$ cat src/rtl/text_console_pkg.sv
// Shared types and control-code constants for the character-cell text console.
package text_console_pkg;

    localparam logic [6:0] CH_LF    = 7'h0A;
    localparam logic [6:0] CH_CR    = 7'h0D;
    localparam logic [6:0] CH_BS    = 7'h08;
    localparam logic [6:0] CH_FF    = 7'h0C;
    localparam logic [6:0] CH_SPACE = 7'h20;

    typedef enum logic [1:0] {CLEAR, CLRLINE, IDLE} t_con_state;

    typedef struct packed {
        logic       inverse;
        logic [6:0] code;
    } t_cell;

    function automatic logic is_printable(input logic [6:0] c);
        return (c >= 7'h20) && (c <= 7'h7E);
    endfunction

endpackage

$ cat src/rtl/font.sv
// Compact 8x16 glyph ROM: 'A' is drawn explicitly, other visible codes use a code-derived stripe pattern.
module font (
    input  logic [6:0] char_code,
    input  logic [3:0] row,
    input  logic [2:0] col,
    output logic       pixel
);

    logic [7:0] bits;

    always_comb begin
        bits = '0;
        if (char_code == 7'h41) begin
            case (row)
                4'd2:                      bits = 8'h18;
                4'd3:                      bits = 8'h3C;
                4'd4, 4'd5, 4'd6:          bits = 8'h66;
                4'd7:                      bits = 8'h7E;
                4'd8, 4'd9, 4'd10, 4'd11:  bits = 8'h66;
                default:                   bits = '0;
            endcase
        end else if (char_code > 7'h20 && char_code < 7'h7F && row >= 4'd2 && row <= 4'd13) begin
            bits = row[0] ? {char_code, 1'b0} : {1'b0, char_code};
        end
    end

    assign pixel = bits[3'd7 - col];

endmodule

$ cat src/rtl/text_cell_ram.sv
// Simple dual-port cell buffer: one write port, one registered read-first read port.
module text_cell_ram #(
    parameter int DEPTH = 240,
    parameter int WIDTH = 8,
    localparam int AW   = $clog2(DEPTH)
) (
    input  logic             clk,
    input  logic             we,
    input  logic [AW-1:0]    waddr,
    input  logic [WIDTH-1:0] wdata,
    input  logic [AW-1:0]    raddr,
    output logic [WIDTH-1:0] rdata
);

    logic [WIDTH-1:0] mem [DEPTH];

    always_ff @(posedge clk) begin
        if (we)
            mem[waddr] <= wdata;
        rdata <= mem[raddr];
    end

endmodule

$ cat src/rtl/text_console.sv
// Character-cell text console: handshake character input into a scrolling cell buffer,
// two-stage pixel lookup for the video driver.
module text_console
    import text_console_pkg::*;
#(
    parameter int                    SCREEN_WIDTH  = 240,
    parameter int                    SCREEN_HEIGHT = 135,
    parameter int                    TILE_WIDTH    = 8,
    parameter int                    TILE_HEIGHT   = 16,
    parameter int                    PIXEL_BITS    = 16,
    parameter logic [PIXEL_BITS-1:0] FG_COL        = '1,
    parameter logic [PIXEL_BITS-1:0] BG_COL        = '0,
    parameter int                    SCROLL        = 1,
    parameter int                    BLINK_CYCLES  = 13_500_000
) (
    input  logic                                          in_clk,
    input  logic                                          in_rst,
    input  logic [6:0]                                    in_char,
    input  logic                                          in_char_valid,
    input  logic                                          in_inverse,
    output logic                                          out_char_ready,
    input  logic                                          in_show_cursor,
    input  logic [$clog2(SCREEN_WIDTH)-1:0]               in_hpix,
    input  logic [$clog2(SCREEN_HEIGHT)-1:0]              in_vpix,
    output logic [PIXEL_BITS-1:0]                         out_pixel,
    output logic [$clog2(SCREEN_WIDTH/TILE_WIDTH)-1:0]    out_cursor_x,
    output logic [$clog2(SCREEN_HEIGHT/TILE_HEIGHT)-1:0]  out_cursor_y
);

    localparam int COLS  = SCREEN_WIDTH / TILE_WIDTH;
    localparam int ROWS  = SCREEN_HEIGHT / TILE_HEIGHT;
    localparam int CELLS = COLS * ROWS;
    localparam int AW    = $clog2(CELLS);
    localparam int XW    = $clog2(COLS);
    localparam int YW    = $clog2(ROWS);

    t_con_state     state;
    logic [AW-1:0]  cnt;
    logic [XW-1:0]  cur_x;
    logic [YW-1:0]  cur_y;
    logic [YW-1:0]  row_offs;
    logic [YW-1:0]  clr_row;
    logic [31:0]    blink_cnt;
    logic           blink_phase;

    logic           accept, printable, at_eol, at_bottom, do_nl;
    logic           we;
    logic [AW-1:0]  waddr, raddr;
    t_cell          wdata, rd_cell;

    int unsigned    tile_x, tile_y;
    logic           in_range;
    logic           s1_valid, s1_cursor;
    logic [2:0]     s1_gx;
    logic [3:0]     s1_gy;
    logic           glyph_bit;

    // row and offs are logical row and scroll offset; the result is the physical cell address
    function automatic logic [AW-1:0] cell_addr(input logic [YW-1:0] row, input int unsigned col,
                                                input logic [YW-1:0] offs);
        return AW'(((32'(row) + 32'(offs)) % ROWS) * COLS + col);
    endfunction

    assign out_char_ready = (state == IDLE);
    assign accept         = out_char_ready && in_char_valid;
    assign printable      = is_printable(in_char);
    assign at_eol         = (32'(cur_x) == COLS - 1);
    assign at_bottom      = (32'(cur_y) == ROWS - 1);
    assign do_nl          = accept && ((printable && at_eol) || in_char == CH_LF);
    assign out_cursor_x   = cur_x;
    assign out_cursor_y   = cur_y;

    always_comb begin
        we    = 1'b0;
        waddr = '0;
        wdata = '{inverse: 1'b0, code: CH_SPACE};
        case (state)
            CLEAR: begin
                we    = 1'b1;
                waddr = cnt;
            end
            CLRLINE: begin
                we    = 1'b1;
                waddr = cell_addr(clr_row, 32'(cnt), '0);
            end
            default: begin
                if (accept && printable) begin
                    we    = 1'b1;
                    waddr = cell_addr(cur_y, 32'(cur_x), row_offs);
                    wdata = '{inverse: in_inverse, code: in_char};
                end
            end
        endcase
    end

    always_ff @(posedge in_clk or negedge in_rst) begin
        if (!in_rst) begin
            state    <= CLEAR;
            cnt      <= '0;
            cur_x    <= '0;
            cur_y    <= '0;
            row_offs <= '0;
            clr_row  <= '0;
        end else begin
            case (state)
                CLEAR: begin
                    if (32'(cnt) == CELLS - 1) begin
                        cnt      <= '0;
                        cur_x    <= '0;
                        cur_y    <= '0;
                        row_offs <= '0;
                        state    <= IDLE;
                    end else begin
                        cnt <= cnt + 1'b1;
                    end
                end
                CLRLINE: begin
                    if (32'(cnt) == COLS - 1) begin
                        cnt   <= '0;
                        state <= IDLE;
                    end else begin
                        cnt <= cnt + 1'b1;
                    end
                end
                IDLE: begin
                    if (accept) begin
                        if (do_nl) begin
                            cur_x <= '0;
                            if (!at_bottom) begin
                                cur_y <= cur_y + 1'b1;
                            end else if (SCROLL != 0) begin
                                // the old top physical row becomes the new bottom row
                                row_offs <= YW'((32'(row_offs) + 1) % ROWS);
                                clr_row  <= row_offs;
                                cnt      <= '0;
                                state    <= CLRLINE;
                            end else begin
                                cur_y <= '0;
                            end
                        end else if (printable) begin
                            cur_x <= cur_x + 1'b1;
                        end else if (in_char == CH_CR) begin
                            cur_x <= '0;
                        end else if (in_char == CH_BS) begin
                            if (cur_x != '0)
                                cur_x <= cur_x - 1'b1;
                        end else if (in_char == CH_FF) begin
                            cnt   <= '0;
                            state <= CLEAR;
                        end
                    end
                end
                default: begin
                    cnt   <= '0;
                    state <= CLEAR;
                end
            endcase
        end
    end

    always_ff @(posedge in_clk or negedge in_rst) begin
        if (!in_rst) begin
            blink_cnt   <= '0;
            blink_phase <= 1'b1;
        end else if (BLINK_CYCLES != 0) begin
            if (blink_cnt == 32'(BLINK_CYCLES - 1)) begin
                blink_cnt   <= '0;
                blink_phase <= ~blink_phase;
            end else begin
                blink_cnt <= blink_cnt + 1;
            end
        end
    end

    always_comb begin
        tile_x   = 32'(in_hpix) / TILE_WIDTH;
        tile_y   = 32'(in_vpix) / TILE_HEIGHT;
        in_range = (tile_x < COLS) && (tile_y < ROWS);
        raddr    = in_range ? cell_addr(YW'(tile_y), tile_x, row_offs) : '0;
    end

    text_cell_ram #(
        .DEPTH (CELLS),
        .WIDTH (8)
    ) u_cells (
        .clk   (in_clk),
        .we    (we),
        .waddr (waddr),
        .wdata (wdata),
        .raddr (raddr),
        .rdata (rd_cell)
    );

    // stage 1 runs alongside the registered cell read
    always_ff @(posedge in_clk or negedge in_rst) begin
        if (!in_rst) begin
            s1_valid  <= 1'b0;
            s1_cursor <= 1'b0;
            s1_gx     <= '0;
            s1_gy     <= '0;
        end else begin
            s1_valid  <= in_range;
            s1_cursor <= in_show_cursor && blink_phase &&
                         (tile_x == 32'(cur_x)) && (tile_y == 32'(cur_y));
            s1_gx     <= 3'(32'(in_hpix) % TILE_WIDTH);
            s1_gy     <= 4'(32'(in_vpix) % TILE_HEIGHT);
        end
    end

    font u_font (
        .char_code (rd_cell.code),
        .row       (s1_gy),
        .col       (s1_gx),
        .pixel     (glyph_bit)
    );

    always_ff @(posedge in_clk or negedge in_rst) begin
        if (!in_rst)
            out_pixel <= BG_COL;
        else
            out_pixel <= (s1_valid && (glyph_bit ^ rd_cell.inverse ^ s1_cursor)) ? FG_COL : BG_COL;
    end

endmodule

$ cat config.mk
export PLATFORM = sky130hd
export DESIGN_NAME = text_console
export DESIGN_NICKNAME = d
export VERILOG_FILES = /design/src/rtl/text_console_pkg.sv /design/src/rtl/font.sv /design/src/rtl/text_cell_ram.sv /design/src/rtl/text_console.sv
export SDC_FILE = /design/constraint.sdc
export NUM_CORES = 2
export LEC_CHECK = 0
export ABC_AREA = 1
export ABC_CLOCK_PERIOD_IN_PS = 11300
export BUFFER_PORTS_ARGS = -buffer_cell sky130_fd_sc_hd__buf_2
export CAP_MARGIN = 25
export CORE_ASPECT_RATIO = 0.7
export CORE_UTILIZATION = 35
export DETAILED_ROUTE_END_ITERATION = 16
export PLACE_DENSITY_LB_ADDON = 0.05
export REMOVE_ABC_BUFFERS = 1
export SETUP_SLACK_MARGIN = 0.2
export SLEW_MARGIN = 20
export SYNTH_ARGS = -nofsm -noshare
export SYNTH_HDL_FRONTEND = slang
export SYNTH_SLANG_ARGS = --single-unit
$ cat constraint.sdc
create_clock -name in_clk -period 11.3 [get_ports in_clk]
set_input_delay 0.565 -clock in_clk [delete_from_list [all_inputs] [get_ports in_clk]]
set_output_delay 0.565 -clock in_clk [all_outputs]
set_load 0.02 [all_outputs]
# == Word-level counts from Yosys, hierarchy flattened ==
# Memories as Yosys holds them, arrays and structs flattened. A register that Yosys moved wholly into a read port is not among the register bits.
# Index checks and enable logic that the tools add are counted.
# totals
rom_bits,96
wordCells,146
ram_bits,1920
output_inout_bits,25
regBits,82
input_bits,28
mem_count,2
# classes
reduce_logical,24
n_mux,53
n_mul,3
bitwise_logic,3
add_sub_neg,12
eq_ne,27
n_lt_le_gt_ge,9
# mem_list
name,depth,width,rd,rd_ports_with_merged_regs,wr,line,source
u_cells.mem,240,8,1,1,1,text_cell_ram.sv:15,logic [WIDTH-1:0] mem [DEPTH];
(no name shown),16,6,1,0,0,font.sv:14,case (row)
# op_table
cell,count
8-bit 2-to-1 mux,16
5-bit 2-to-1 mux,7
32-bit by 1-bit adder with 32-bit output (second input constant),1
32-bit by 24-bit equality test with 1-bit output (second input constant),1
32-bit 2-to-1 mux,1
7-bit by 4-bit equality test with 1-bit output (second input constant),4
8-bit case mux with 3 select lines,1
3-bit by 4-bit multiplier with 7-bit output (second input constant),3
3-bit 2-to-1 mux,7
2-bit 2-to-1 mux,9
8-bit by 5-bit adder with 8-bit output,2
16-bit 2-to-1 mux,1
8-bit case mux with 2 select lines,1
5-bit AND reduction,3
1-bit logical AND,13
3-bit case mux with 2 select lines,2
5-bit by 1-bit != test with 1-bit output (second input constant),2
5-bit case mux with 2 select lines,1
3-bit != test (second input constant),3
8-bit by 1-bit adder with 8-bit output (second input constant),1
8-bit adder,1
8-bit by 5-bit equality test with 1-bit output (second input constant),1
8-bit equality test (second input constant),1
8-bit AND reduction,1
37 further kinds,48

# == Logic depth before layout (Yosys ltp) ==
# depth
word_depth,12
mapped_depth,25
depth_no_buf,24

# == Hierarchy ==
# Synthesis repeated with hierarchy kept, for this count alone.
# hier_totals
cells_unflattened,7659
hier_area_um2,85157.9
# modules_own_cells
module,n_inst,area_each_um2,cells_each,seq_area_each_um2
text_cell_ram,1,79005.8,6772,57815.4
text_console,1,5688.0,777,1677.9
font,1,464.2,110,0.0

# == Least setup slack after synthesis ==
# Ideal clock, no wire load.
# synth_path
path_kind,input to register
start,input in_char[2]
end,memory u_cells.mem[0][0] (data pin)
required_time_ns,9.977
arrival_ns,6.812
setup_slack_ns,3.165
stages,8
setup_ns,1.323
path_buffers,1
path_cell_list,nand2_1 > nor2_1 > nand4_1 > nand2_2 > nor2_8 > inv_2 > buf_6 > nor2_1
# synth_via
elab_chain_len,5
elab_cells_between_ends,6
classes_between,2 x order compare; 2 x mux; 2 x reduce/logical
# synth_lines
element,line,source
"start, declared",text_console.sv:18,"input logic [6:0] in_char,"
7-bit by 6-bit >= comparator with 1-bit output or 7-bit less-or-equal comparator (tied branches),text_console_pkg.sv:18,return (c >= 7'h20) && (c <= 7'h7E);
1-bit logical AND *,text_console_pkg.sv:18,
1-bit logical AND *,text_console.sv:87,if (accept && printable) begin
8-bit 2-to-1 mux *,text_console.sv:87,
8-bit 2-to-1 mux *,text_console.sv:77,case (state)
net u_cells.wdata[0],text_cell_ram.sv:10,"input logic [WIDTH-1:0] wdata,"
"end, declared",text_cell_ram.sv:15,
# Mark *: on every way through the listed nets, which the timed path passes. The rest lies on a longest branch.

# == Worst setup path after layout ==
# layout_path
start,"register cur_y[0], in the netlist out_cursor_y[0]"
end,"memory u_cells.mem[101][6], enable pin"
# layout_via
elab_chain_len,5
# layout_lines
element,line,source
"start, declared",text_console.sv:40,logic [YW-1:0] cur_y;
"start signal, assigned",text_console.sv:130,cur_y <= cur_y + 1'b1;
3-bit adder,text_console.sv:61,return AW'(((32'(row) + 32'(offs)) % ROWS) * COLS + col);
3-bit by 4-bit multiplier with 7-bit output,text_console.sv:61,
8-bit by 5-bit adder with 8-bit output,text_console.sv:61,
8-bit 2-to-1 mux,text_console.sv:87,
8-bit case mux with 2 select lines,text_console.sv:77,
# Every way passes these cells.

==> results by group <==
Floorplan
  • Die area: 264000 um^2
  • FP Rows: between 150 and 200
  • I/O Pins: 53
  • Core ar.: 259000 um^2
  • Die Span Y: between 400 and 500 um
  • Initial Utilization: 35.3%
  • Die Width: 613 um

Synthesis
  • Mapped Cells: between 8000 and 9000
  • Yosys cell types: between 50 and 60
  • Post-synthesis sequential area ratio: 65.0%
  • Synth async-reset ratio: roughly 3.4%
  • Synth Flop Type: edfxtp_1
  • Post-synthesis register bit count: 1995
  • Cell area after synthesis: 91500 um^2
  • Post-synth EDFFs: ~1900
  • Mapped Avg Cell Area: a little over 10 um^2
  • Yosys warning total: 0

STA
  • Clock Skews: 0.0859 ns
  • Final Hold Vio Count: 0
  • Final setup fails: 0
  • Post-route setup TNS: 0 ns
  • Worst slew margin: 23.6%
  • Crit path time final: 6.60 ns
  • Unrepaired setup endpoints after global routing: no
  • Crit share post-route: between 50% and 60%
  • Fin. max-slew vios: 0
  • Fmax: between 0.15 and 0.2 GHz
  • Slew @ Worst Pin: 1.15 ns

Critical path
  • Worst Setup End Kind: flop
  • CP Class: reg -> reg
  • Critical path arrival: ~7.0 ns
  • Startpoint types: flop
  • Max incr delay on CP: 0.95 ns
  • Crit-path max FO: 37
  • CP Buf/Inv Count: 5
  • Kind of cell adding the most delay to the critical path: simple AND/OR/NAND/NOR gates
  • Critical-path top delay cell: nor3_1
  • WP data required: 11.74 ns
  • CP cell instances: ha_1, inv_1, fa_1, xor2_1, xor2_1, inv_1, fa_1, inv_1, ha_1, ha_1, ha_1, inv_1, or2_1, nand2_1, nand3_1, a21oi_2, o21ai_2, nand2_4, nand3_4, buf_4, nor3_1

Placement
  • Inst Count DP: approximately 12000
  • Gpl congestion: about 0.81
  • DP HPWL: about 180000 um
  • Dpl cell area: around 95000 um^2
  • Port bufs: 52

Layout
  • Share of layout cells above drive strength 1: around 7.5%
  • Post-Layout Inst Area: approximately 100000 um^2
  • Finished Layout Cells: about 12000
  • Area Overhead vs Synth: 11.6%
  • Final #Nets: ~8800

Job
  • Max-cap violations: 0

Power
  • PwrDens: 164 nW/um^2
  • Total power: about 17 mW
  • Largest vdd supply drop: 0.121 mV
  • P_leak: approximately 41 nW

Drt
  • Wire per inst: approximately 25 um
  • Routed via count: between 60000 and 70000
  • First DRT Iteration DRCs: 6490
  • Final WL: 308000 um
  • Via density: ~5.2
  • DRC Markers: 0
  • First-pass iteration count of the detailed router: 6
  • DRT antenna net count: 0

Clocking
  • CTS tree: done
  • TritonCTS Buffers: between 200 and 250
  • Clk buf depth: 4
  • Clock root buffer: clkbuf_16
  • Reg clk slew, reported paths: roughly 0.060 ns
  • Worst-Skew Late Latency: ~0.90 ns
  • CTS H-tree lvls: 4
  • Clk sink count: 1995
  • Cts repair resizes: 0

Run status
  • Status: completed

Min path
  • Hold Crit Class: in -> async

GRT
  • Pin count of the biggest net entering global routing: between 150 and 200
  • First-pass GRT wire length: 446000 um
  • Vias in the first global route: 61300
  • Initial antenna violation count: 27
  • Congestion Overflow GR: 0
  • Gr usage total: roughly 23%
-- state kept, by name (all words and copies together), names as in the netlist, 2 cells and up --
name / count
state: 2
cnt: 8
s1_gy: 4
s1_gx: 3
clr_row: 3
u_cells.mem: 1920
u_cells.rdata: 8
out_cursor_x: 5
out_cursor_y: 3
blink_cnt: 32
row_offs: 3
-- cells in the mapped netlist (7+ instances only) --
| cell type | count | share of area, % |
|---|---|---|
| edfxtp_1 | 1920 | 63 |
| clkbuf_1 | 375 | 1.5 |
| nand2_1 | 1347 | 5.5 |
| nand3_1 | 1648 | 9.0 |
| or2_2 | 43 | 0.29 |
| o211ai_1 | 132 | 1.1 |
| buf_4 | 21 | 0.17 |
| ha_1 | 48 | 0.66 |
| nand4_1 | 662 | 4.5 |
| inv_2 | 16 | 0.066 |
| dfrtp_1 | 66 | 1.8 |
| dfxtp_1 | 8 | 0.17 |
| xor2_1 | 37 | 0.35 |
| fa_1 | 13 | 0.28 |
| nand2_2 | 7 | 0.048 |
| buf_2 | 146 | 0.80 |
| buf_1 | 71 | 0.29 |
| nand2_4 | 10 | 0.12 |
| nor3_1 | 95 | 0.52 |
| nor2_1 | 360 | 1.5 |
| inv_1 | 1637 | 6.7 |
| o21ai_0 | 95 | 0.52 |
| a21oi_1 | 37 | 0.20 |
-- where the power goes --
part / leakage (nW) / internal [mW] / switching, mW
Combinational: 18.0 / 0.394 / 1.22
Clock: 3.35 / 4.10 / 3.04
Sequential: 20.0 / 8.00 / 0.0309
-- timing repair --
item                                    4_1_cts  5_1_grt
endpoints found under the setup margin        0        0
hold endpoints to repair                     17        0
buffers inserted                              0        0
hold buffers                                  8        0
-- layout by cell type (no fill, tap or decap), types with 95 or more instances in the layout --
cell type and count:
inv_1 1635, nand2_1 1331, nand4_1 662, o211ai_1 132, nand3_1 1646, buf_4 113
nor2_1 352, edfxtp_1 1920, o21ai_0 95, clkbuf_16 221
-- area by class of cell --
cell class | instances | area, um^2
Fill cell | 25500 | 157000
Sequential cell | 1995 | 59500
Multi-Input combinational cell | 4612 | 23500
Inverter | 1657 | 6250
Clock buffer | 266 | 5730
Tap cell | 3476 | 4350
Timing Repair Buffer | 214 | 1660
Clock inverter | 120 | 1150
Antenna cell | 2 | 5.00
-- metrics by stage --
step                      util [%]  hold slack [ns]  setup slack, ns
after detailed placement      36.7            0.455             4.68
final                         39.4            0.105             4.70
after global placement        36.6            0.456             4.67
after global routing          39.4           0.0800             4.28
after floorplan                  -            0.269           -31.09
after CTS                     39.4           0.0467             4.69
-- cells by family after synthesis --
logic type / count (synthesis) / share of synthesized area (%)
adders and majority gates: 61 / 0.940
AOI/OAI and AO/OA: 302 / 2.16
and+or+nand+nor: 4206 / 21.9
buffers and inverters: 2272 / 9.62
xor gates and xnor gates: 43 / 0.411
DFF: 1995 / 65.0
-- per-layer routing --
layer | routed length, um | up-vias | track usage (%)
met3 | 21000 | 319 | 3.68
li1 | - | 29900 | -
met1 | 154000 | 32300 | 37.0
met5 | 13 | - | 0
met4 | 5000 | 2 | 4.05
met2 | 128000 | 1982 | 32.6
-- final timing paths --
kind / from / end / slack (ns) / cells after the start
hold reg to reg: blink_cnt[0] / blink_cnt[0] / 0.50 / 1
hold / removal: in_rst / s1_gx[2] / 0.10 / 2
max in group asynchronous: in_rst / blink_cnt[6] / 10.14 / 3
setup reg to reg: out_cursor_y[0] / u_cells.mem[101][6] / 4.70 / 21
setup / recovery: out_cursor_y[0] / u_cells.mem[101][6] / 4.70 / 21
min in group in_clk: in_show_cursor / s1_cursor / 0.15 / 4
(Power assumes the default switching activity.)
